File: config.mk
export PLATFORM = sky130hd
export DESIGN_NAME = fetch_sequencer
export DESIGN_NICKNAME = d
export VERILOG_FILES = /design/src/rtl/fetch_pkg.sv /design/src/rtl/fetch_sequencer_pc_reg.sv /design/src/rtl/fetch_sequencer.sv
export SDC_FILE = /design/constraint.sdc
export NUM_CORES = 1
export LEC_CHECK = 0
export CAP_MARGIN = 5
export CORE_UTILIZATION = 30
export DETAILED_ROUTE_END_ITERATION = 16
export GPL_TIMING_DRIVEN = 0
export PLACE_DENSITY = 0.61
export SLEW_MARGIN = 20
export SYNTH_ARGS = -nofsm -noshare
export SYNTH_HDL_FRONTEND = slang
export SYNTH_SLANG_ARGS = --single-unit
File: constraint.sdc
create_clock -name clk -period 2.9 [get_ports clk]
set_input_delay 0.58 -clock clk [delete_from_list [all_inputs] [get_ports clk]]
set_output_delay 0.58 -clock clk [all_outputs]
set_load 0.005 [all_outputs]
File: src/rtl/fetch_pkg.sv
// Shared widths and state encoding for the instruction fetch sequencer.
package fetch_pkg;
  localparam int WORD    = 64;
  localparam int INSTR_W = 32;
  localparam int PC_INC  = 4;

  typedef enum logic [1:0] {
    IDLE  = 2'd0,
    FETCH = 2'd1,
    FAULT = 2'd2
  } fetch_state_t;
endpackage

File: src/rtl/fetch_sequencer_pc_reg.sv
// Program counter register: load-enabled, async active-low reset to the reset vector.
module pc_reg #(
  parameter int              WORD         = 64,
  parameter logic [WORD-1:0] RESET_VECTOR = '0
) (
  input  logic            clk,
  input  logic            rst_n,
  input  logic            load_i,
  input  logic [WORD-1:0] pc_d,
  output logic [WORD-1:0] pc_q
);
  import fetch_pkg::*;

  always_ff @(posedge clk or negedge rst_n) begin
    if (!rst_n)      pc_q <= RESET_VECTOR;
    else if (load_i) pc_q <= pc_d;
  end
endmodule

File: src/rtl/fetch_sequencer.sv
// Instruction fetch sequencer: walks the PC, handshakes with instruction memory,
// takes aligned redirects and locks up in FAULT on a misaligned one.
//
// state | meaning
// IDLE  | one cycle after reset, no request issued
// FETCH | requesting at PC, capturing returned words
// FAULT | misaligned redirect seen, frozen until reset
module fetch_sequencer #(
  parameter int                       WORD         = fetch_pkg::WORD,
  parameter logic [WORD-1:0]          RESET_VECTOR = '0
) (
  input  logic                        clk,
  input  logic                        reset,
  input  logic                        stall,
  input  logic                        branch_taken,
  input  logic [WORD-1:0]             branch_target,
  output logic                        imem_req,
  output logic [WORD-1:0]             imem_addr,
  input  logic                        imem_ready,
  input  logic [fetch_pkg::INSTR_W-1:0] imem_rdata,
  output logic                        instr_valid,
  output logic [fetch_pkg::INSTR_W-1:0] instr,
  output logic [WORD-1:0]             instr_pc,
  output logic                        fault,
  output logic [31:0]                 fetch_count
);
  import fetch_pkg::*;

  fetch_state_t         state_q, state_d;
  logic [WORD-1:0]      pc_q, pc_d;
  logic                 pc_load;
  logic                 valid_q, valid_d;
  logic [INSTR_W-1:0]   instr_q, instr_d;
  logic [WORD-1:0]      ipc_q, ipc_d;
  logic                 fault_q, fault_d;
  logic [31:0]          cnt_q, cnt_d;
  logic                 redir_ok, redir_bad, handshake;

  pc_reg #(.WORD(WORD), .RESET_VECTOR(RESET_VECTOR)) u_pc (
    .clk    (clk),
    .rst_n  (reset),
    .load_i (pc_load),
    .pc_d   (pc_d),
    .pc_q   (pc_q)
  );

  assign redir_ok  = branch_taken && (branch_target[1:0] == 2'b00);
  assign redir_bad = branch_taken && (branch_target[1:0] != 2'b00);
  assign imem_req  = (state_q == FETCH) && !(valid_q && stall);
  assign handshake = imem_req && imem_ready;

  always_comb begin
    state_d = state_q;
    pc_load = 1'b0;
    pc_d    = pc_q;
    valid_d = valid_q;
    instr_d = instr_q;
    ipc_d   = ipc_q;
    cnt_d   = cnt_q;
    fault_d = fault_q;
    case (state_q)
      IDLE, FETCH: begin
        if (state_q == IDLE) state_d = FETCH;
        // Redirects take priority over both stall and a coincident handshake.
        if (redir_bad) begin
          state_d = FAULT;
          fault_d = 1'b1;
          valid_d = 1'b0;
        end else if (redir_ok) begin
          pc_load = 1'b1;
          pc_d    = branch_target;
          valid_d = 1'b0;
        end else if (handshake) begin
          pc_load = 1'b1;
          pc_d    = pc_q + WORD'(PC_INC);
          valid_d = 1'b1;
          instr_d = imem_rdata;
          ipc_d   = pc_q;
          cnt_d   = cnt_q + 32'd1;
        end else if (!stall) begin
          valid_d = 1'b0;
        end
      end
      FAULT:   state_d = FAULT;
      default: state_d = IDLE;
    endcase
  end

  always_ff @(posedge clk or negedge reset) begin
    if (!reset) begin
      state_q <= IDLE;
      valid_q <= 1'b0;
      instr_q <= '0;
      ipc_q   <= '0;
      fault_q <= 1'b0;
      cnt_q   <= '0;
    end else begin
      state_q <= state_d;
      valid_q <= valid_d;
      instr_q <= instr_d;
      ipc_q   <= ipc_d;
      fault_q <= fault_d;
      cnt_q   <= cnt_d;
    end
  end

  assign imem_addr   = pc_q;
  assign instr_valid = valid_q;
  assign instr       = instr_q;
  assign instr_pc    = ipc_q;
  assign fault       = fault_q;
  assign fetch_count = cnt_q;
endmodule

==> Implementation_results.wiki, run 1 <==
{| class="wikitable"
! Metric !! Value
|-
| R2r worst-path depth || 7
|-
| Num CTS Buffers || 17
|-
| Wire length of the first global-routing pass || 56100 um
|-
| Total negative setup slack || 0 ns
|-
| Largest net degree at the start of global routing || 78
|-
| Slew @ Worst Pin || 0.845 ns
|-
| Most common flop cell mapped by yosys || dfrtp_1
|-
| Final setup viols || 0
|-
| Die Y-Extent || 179 um
|-
| Horizontal die dimension || 179 um
|-
| Worst vdd ir || 405 uV
|-
| Footprint of the multi-input gates || 0.00422 mm^2
|-
| Library cell occupying the most area in the post-synthesis netlist || dfrtp_1
|-
| Number of iterations in the first detailed-routing pass || 5
|-
| Final Skew || 0.0160 ns
|-
| Total via count in the routed design || 9432
|-
| I/O pin count || 296
|-
| Remaining number of nets flagged by the antenna check after routing || 0
|-
| Critical path startpoint category || input pin
|-
| CTS tree || done
|-
| # DRC || 0
|-
| Final Slew Violations || 0
|-
| Highest clock rate || 0.359 GHz
|-
| Largest cells by area after synthesis || dfrtp_1 52%, nand2_1 14%, a21oi_1 3.0%, nand3_1 2.7%, o21ai_0 2.2%
|-
| #FFs+latches synth || 196
|-
| Power density cells || 818 mW/mm^2
|-
| Maximum fanout along the worst path || 10
|-
| Setup slack of the worst register-to-register path || 0.13 ns
|-
| Routed wire length || 38100 um
|-
| Count of mapped cells out of synthesis || 1076
|-
| Placer congestion estimate || 0.926
|-
| Critical path startpoint || branch_taken
|-
| Run status || complete, no violations
|-
| Post-synthesis area per instance || 8.72 um^2
|-
| Post-Syn Area || 0.00939 mm^2
|-
| Number of buffers on the longest clock path || 2
|-
| Number of nets in the final layout || 1495
|-
| WL/cell || 21.2 um
|-
| Buffers on Ports || 295
|-
| Arrival time of the worst setup path || 3.09 ns
|-
| Reg-to-reg critical path startpoint || u_pc.pc_q[2]$_DFFE_PN0P_
|-
| Total grt overflow || 0
|-
| CTS H-tree lvls || 4
|-
| Cell at the slowest stage of the critical path || clkbuf_1
|-
| Setup Slack @ Placement || -0.752 ns
|-
| Filler Cells Inserted || 3014
|-
| Area fraction of the dominant cell type after synthesis || 0.523
|-
| Hold crit path type || input pin to asynchronous set/reset pin
|-
| Clock latency on the worst-skew pair || 0.45 ns
|-
| Clk Tree Root Cell || clkbuf_16
|-
| Minimum setup slack in the final design || 0.116 ns
|-
| Number of vias per cell || 5.23
|-
| Total Die Area || 0.0320 mm^2
|-
| End point of the critical path || u_pc.pc_q[30]$_DFFE_PN0P_
|-
| Proportion of synthesized chip area in sequential cells || 0.523
|-
| Number of placed cells counting well taps || 1769
|-
| Count of flip-flops with a built-in enable after synthesis || 0
|-
| Detailed placement HPWL || 28300 um
|-
| Type of the worst setup path || input pin to flip-flop
|-
| Violation count after the first detailed-routing iteration || 841
|-
| Max-cap violation count || 0
|-
| Reg2reg end || u_pc.pc_q[56]$_DFFE_PN0P_
|-
| Clock slew at reported path FFs || 0.09 ns
|-
| Layout Area Growth over Synthesis || 44.0%
|-
| TritonCTS sink count || 196
|-
| Critical Path End Type || flip-flop
|-
| Placement row count || 64
|-
| Slew Limit Headroom || 0.437
|-
| Required time at the worst-slack endpoint || 3.20 ns
|-
| Leakage power || 5.91 nW
|-
| Placeable core region || 0.0307 mm^2
|-
| RSZ-0062 raised after global routing || no
|-
| Tcrit/Tclk final || 0.960
|-
| Initial cell density of the core || 0.306
|-
| Count of different cell masters after synthesis || 70
|-
| Fraction of registers with async set/reset || 1.00
|-
| Fin cells || 1802
|-
| Vias in the first global route || 9127
|-
| Flip-flop and latch area || 0.00490 mm^2
|-
| Synthesized net count || 1179
|-
| Maximum single-stage delay on the critical path || 0.70 ns
|-
| Final critical path time including I/O delays and setup || 2.78 ns
|-
| Hold Buf Count CTS || 0
|-
| GR Util All Layers || 0.237
|-
| Crit path cell chain || clkdlybuf4s50_1, nor3b_1, clkbuf_1, clkbuf_1, o21ai_0, nand2_1, o21ai_0
|-
| Fraction of final layout cells with drive strength greater than 1 || 0.0484
|-
| Warning count from the yosys run || 0
|-
| Final count of hold timing violations || 0
|-
| Number of antenna violations at the first check in global routing || 1
|}
-- worst max-delay path: cells and delay by family --
kind / cells / cell delay (ns)
AND/OR/NAND/NOR: 2 / 0.50
AO/OA/AOI/OAI: 2 / 0.27
buffers and inverters: 3 / 1.74
-- registers in the layout (all words and copies together) (netlist names) --
| name | count |
|---|---|
| fetch_count | 32 |
| instr_pc | 64 |
| u_pc.pc_q | 64 |
| instr_valid | 1 |
| instr | 32 |
| fault | 1 |
| state_q | 2 |
-- Yosys cell counts (3+ instances only) --
master / count
a31oi_1: 7
o22a_1: 6
and3_1: 31
xor2_1: 11
nand2_1: 339
and2_1: 8
a21o_1: 3
mux2i_1: 5
a311oi_1: 3
o311ai_1: 4
o21ai_0: 41
buf_1: 6
a22oi_1: 6
nor3_1: 25
clkbuf_1: 48
buf_2: 6
nand2b_1: 3
xnor2_1: 20
and4_1: 5
nor2_1: 54
o22ai_1: 17
nand3_1: 50
inv_1: 12
or3_1: 4
a211oi_1: 5
nand4_1: 29
a2bb2oi_1: 8
a21oi_1: 57
nor4_1: 12
dfrtp_1: 196
nand4_2: 3
-- layout by cell type, fill, tap and decap left out, types with 4 or more instances in the layout --
cell type        count
a211oi_1             5
a21oi_1             57
a22oi_1              6
a2bb2oi_1            8
a31oi_1              7
and2_1               8
and3_1              31
and4_1               5
buf_2                7
clkbuf_1            44
clkbuf_16           17
clkbuf_2             7
clkdlybuf4s50_1    294
dfrtp_1            196
inv_1               12
inv_6                4
mux2i_1              5
nand2_1            339
nand3_1             50
nand4_1             29
nor2_1              52
nor3_1              24
nor4_1              12
o21ai_0             41
o22a_1               6
o22ai_1             17
o311ai_1             4
or3_1                4
xnor2_1             20
xor2_1              11
-- power breakdown --
group          internal, mW  switching [mW]  leakage (nW)
Clock                  1.23            1.23         0.282
Combinational          2.23            1.71          3.17
Sequential             3.63            1.03          2.45
Total                  7.09            3.97          5.91
-- layer usage --
layer / vias up / global-route usage / wire length (um)
met1: 4555 / 0.310 / 16100
met5: - / 0 / 0
li1: 4372 / - / -
met3: 39 / 0.0583 / 3460
met4: 0 / 0.0614 / 651
met2: 466 / 0.390 / 18000
-- cell families after synthesis --
logic type      share of synthesized area
mux                               0.00533
simple gates                        0.292
fa+ha+maj                         0.00267
flops                               0.523
buf+inv                            0.0301
compound gates                      0.118
xor+xnor                           0.0289
-- how the worst min path moves through the flow --
stage                              from                          end  slack (ns)  depth (start not counted)
3_3_place_gp   instr_pc[45]$_DFFE_PN0P_     instr_pc[45]$_DFFE_PN0P_        0.46                          2
3_5_place_dp   instr_pc[29]$_DFFE_PN0P_     instr_pc[29]$_DFFE_PN0P_        0.46                          2
2_1_floorplan                     reset            fault$_DFFE_PN0P_        0.28                          0
6_report                          reset  fetch_count[16]$_DFFE_PN0P_        0.03                          1
5_1_grt                           reset  fetch_count[16]$_DFFE_PN0P_        0.05                          1
4_1_cts                           reset         instr[2]$_DFFE_PN0P_        0.03                          1
-- stage by stage --
step	hold WS, ns	power (mW)	utilization	instance area (um^2)
after floorplan	0.284	5.78	-	9390
after global placement	0.458	8.56	0.418	12800
after detailed placement	0.461	8.64	0.420	12900
after CTS	0.0336	11.1	0.440	13500
after global routing	0.0488	11.7	0.441	13500
final	0.0312	11.1	0.441	13500
-- timing repair --
action                     4_1_cts  5_1_grt
resized for setup                4        9
setup endpoints to repair       88       23
buffers inserted                 0        0
-- layout make-up --
cell class / instances / share of cell area
Clock inverter: 15 / 0.0124
Multi-Input combinational cell: 807 / 0.312
Sequential cell: 196 / 0.363
Buffer: 61 / 0.0182
Tap cell: 396 / 0.0367
Inverter: 12 / 0.00333
Clock buffer: 17 / 0.0315
Antenna cell: 1 / 0.000185
Timing Repair Buffer: 297 / 0.223
No activity file was read; power rests on OpenSTA's default activity.
==> run 2: changes to the inputs <==
Settings changed: HOLD_SLACK_MARGIN from default to 0.05.
==> run 2 against run 1 <==
Worst setup slack better by 0.0069 ns. Count of clock-buffer cells in the layout stayed put. Fmax is 0.25% higher. Combinational power hardly changed. Design area hardly changed. Via count is 0.28% lower.
==> Implementation_results.wiki, run 2 (same netlist as run 1, synthesis figures left out) <==
{| class="wikitable"
! Metric !! Value
|-
| Run status || complete, no violations
|-
| Total grt overflow || 0 (unchanged)
|-
| Largest net degree at the start of global routing || 78 (unchanged)
|-
| Routed wire length || 38200 um (about the same)
|-
| Critical Path End Type || flip-flop
|-
| Worst vdd ir || 406 uV (+0.21%)
|-
| Final count of hold timing violations || 0 (unchanged)
|-
| Setup slack of the worst register-to-register path || 0.13 ns (about the same)
|-
| Slew Limit Headroom || 0.437 (about the same)
|-
| Placement row count || 64 (unchanged)
|-
| Number of iterations in the first detailed-routing pass || 5 (unchanged)
|-
| Minimum setup slack in the final design || 0.123 ns (+0.00694 ns)
|-
| Buffers on Ports || 295 (unchanged)
|-
| Hold crit path type || flip-flop to flip-flop
|-
| Combinational Power Share || 0.356 (about the same)
|-
| CTS H-tree lvls || 4 (unchanged)
|-
| Layout Area Growth over Synthesis || 44.1% (about the same)
|-
| Setup Slack @ Placement || -0.752 ns (unchanged)
|-
| Tcrit/Tclk final || 0.958 (-0.00239)
|-
| Slew @ Worst Pin || 0.845 ns (-0.0000233 ns)
|-
| Num CTS Buffers || 17 (unchanged)
|-
| Max-cap violation count || 0 (unchanged)
|-
| WHS || 0.475 ns (+0.444 ns)
|-
| Crit path cell chain || clkdlybuf4s50_1, nor3b_1, clkbuf_1, clkbuf_1, o21ai_0, nand2_1, o21ai_0
|-
| Maximum fanout along the worst path || 10 (unchanged)
|-
| Number of vias per cell || 5.22 (-0.33%)
|-
| Violation count after the first detailed-routing iteration || 739 (-12%)
|-
| Detailed placement HPWL || 28300 um (unchanged)
|-
| Required time at the worst-slack endpoint || 3.20 ns (about the same)
|-
| Final setup viols || 0 (unchanged)
|-
| Remaining number of nets flagged by the antenna check after routing || 0 (unchanged)
|-
| Number of nets in the final layout || 1496 (+0.067%)
|-
| Final Skew || 0.0172 ns (+0.00119 ns)
|-
| Vias in the first global route || 9141 (+0.15%)
|-
| Die Y-Extent || 179 um (unchanged)
|-
| Type of the worst setup path || input pin to flip-flop
|-
| Highest clock rate || 0.360 GHz (+0.25%)
|-
| Wire length of the first global-routing pass || 56100 um (about the same)
|-
| Clock latency on the worst-skew pair || 0.45 ns (about the same)
|-
| CTS tree || done
|-
| Number of antenna violations at the first check in global routing || 1 (unchanged)
|-
| Global Route met1 Usage || 0.310 (-0.000403)
|-
| Power density cells || 817 mW/mm^2 (about the same)
|-
| Maximum single-stage delay on the critical path || 0.70 ns (about the same)
|-
| Most Used Layer, Global Route || met2
|-
| Initial cell density of the core || 0.306 (unchanged)
|-
| Most frequent standard cell in the layout excluding fill and tap cells || nand2_1
|-
| Leakage power || 5.91 nW (about the same)
|-
| Met2 track demand over resource || 0.390 (unchanged)
|-
| Cell at the slowest stage of the critical path || clkbuf_1
|-
| Part of the power in registers || 0.421 (about the same)
|-
| Arrival time of the worst setup path || 3.08 ns (about the same)
|-
| Number of placed cells counting well taps || 1769 (unchanged)
|-
| Number of buffers on the longest clock path || 2 (unchanged)
|-
| Family of cells with the greatest summed delay on the critical path || buffers and inverters
|-
| Fraction of power spent switching nets || 0.359 (about the same)
|-
| RSZ-0062 raised after global routing || no
|-
| Internal power component || 7.09 mW (about the same)
|-
| TritonCTS sink count || 196 (unchanged)
|-
| Met3 Use GR || 0.0583 (unchanged)
|-
| WL/cell || 21.2 um (about the same)
|-
| Fin cells || 1803 (+0.055%)
|-
| GR Util All Layers || 0.237 (about the same)
|-
| Final critical path time including I/O delays and setup || 2.78 ns (-0.00694 ns)
|-
| Critical path startpoint category || input pin
|-
| Placeable core region || 0.0307 mm^2 (unchanged)
|-
| # DRC || 0 (unchanged)
|-
| Psw || 3.96 mW (about the same)
|-
| Final Slew Violations || 0 (unchanged)
|-
| Finished Core Util || 0.441 (about the same)
|-
| Clock slew at reported path FFs || 0.08 ns (about the same)
|-
| I/O pin count || 296 (unchanged)
|-
| Total Die Area || 0.0320 mm^2 (unchanged)
|-
| Clk network pwr share || 0.223 (about the same)
|-
| Fraction of final layout cells with drive strength greater than 1 || 0.0484 (about the same)
|-
| Total via count in the routed design || 9406 (-0.28%)
|-
| Critical path buffers and inverters || 3 (unchanged)
|-
| Placer congestion estimate || 0.926 (unchanged)
|-
| Horizontal die dimension || 179 um (unchanged)
|-
| Commonest non-fill, non-tap cells in the layout || 339 x nand2_1, 294 x clkdlybuf4s50_1, 196 x dfrtp_1
|-
| Clk Tree Root Cell || clkbuf_16
|}
run 2: cell count changes in the layout (fill, tap and decap cells not counted):
cell,previous run,this run
dlygate4sd3_1,0,1
run 2: path summary, 6_finish.rpt:
| check | from | end | depth (start not counted) |
|---|---|---|---|
| worst max-delay path | branch_taken | u_pc.pc_q[30]$_DFFE_PN0P_ | 7 |
| worst min-delay path | instr[13]$_DFFE_PN0P_ | instr[13]$_DFFE_PN0P_ | 2 |
| worst max register to register | u_pc.pc_q[2]$_DFFE_PN0P_ | u_pc.pc_q[56]$_DFFE_PN0P_ | 7 |
| worst min register to register | instr[13]$_DFFE_PN0P_ | instr[13]$_DFFE_PN0P_ | 2 |
| max in group asynchronous | reset | u_pc.pc_q[0]$_DFFE_PN0P_ | 3 |
| min in group asynchronous | reset | instr[2]$_DFFE_PN0P_ | 2 |
run 2: worst reg2reg max path: cells and delay by family (launching register included):
| family | cells | cell delay [ns] |
|---|---|---|
| and+or+nand+nor | 4 | 1.55 |
| DFF | 1 | 0.56 |
| AOI/OAI and AO/OA | 2 | 0.29 |
| adders and majority gates | 1 | 0.27 |
run 2: repair_timing:
item	CTS	global route
setup endpoints to repair	88	23
setup buffers	0	0
hold endpoints to repair	7	0
hold buffers	1	0
resized for setup	4	9
run 2: power groups by stage:
stage	clock network [mW]	logic, mW	registers, mW
after global placement	0	3.91	4.65
final	2.46	3.94	4.66
after CTS	2.51	3.98	4.64
after global routing	2.62	4.31	4.79
after detailed placement	0	3.95	4.68
after floorplan	0	1.30	4.48
run 2: cell type report:
type,instances,area [um^2]
diodes,1,2.50
plain buffers,61,246
clock buffers,17,425
clock inverters,15,168
fillers,3013,17100
inverters,12,45.0
multi-input cells,807,4220
flip-flops and latches,196,4900
well taps,396,495
repair buffers,298,3020
run 2: through the flow:
step | area [um^2] | TNS, ns | power (mW)
final | 13500 | 0 | 11.1
after CTS | 13500 | 0 | 11.1
after global placement | 12800 | -1551.82 | 8.56
after global routing | 13500 | 0 | 11.7
after floorplan | 9390 | 0 | 5.78
after detailed placement | 12900 | -70.68 | 8.64
run 2: routing by layer:
layer	wire length (um)	part of all wire
met1	16300	0.43
met2	18000	0.47
met3	3260	0.085
met4	646	0.017
met5	0	0
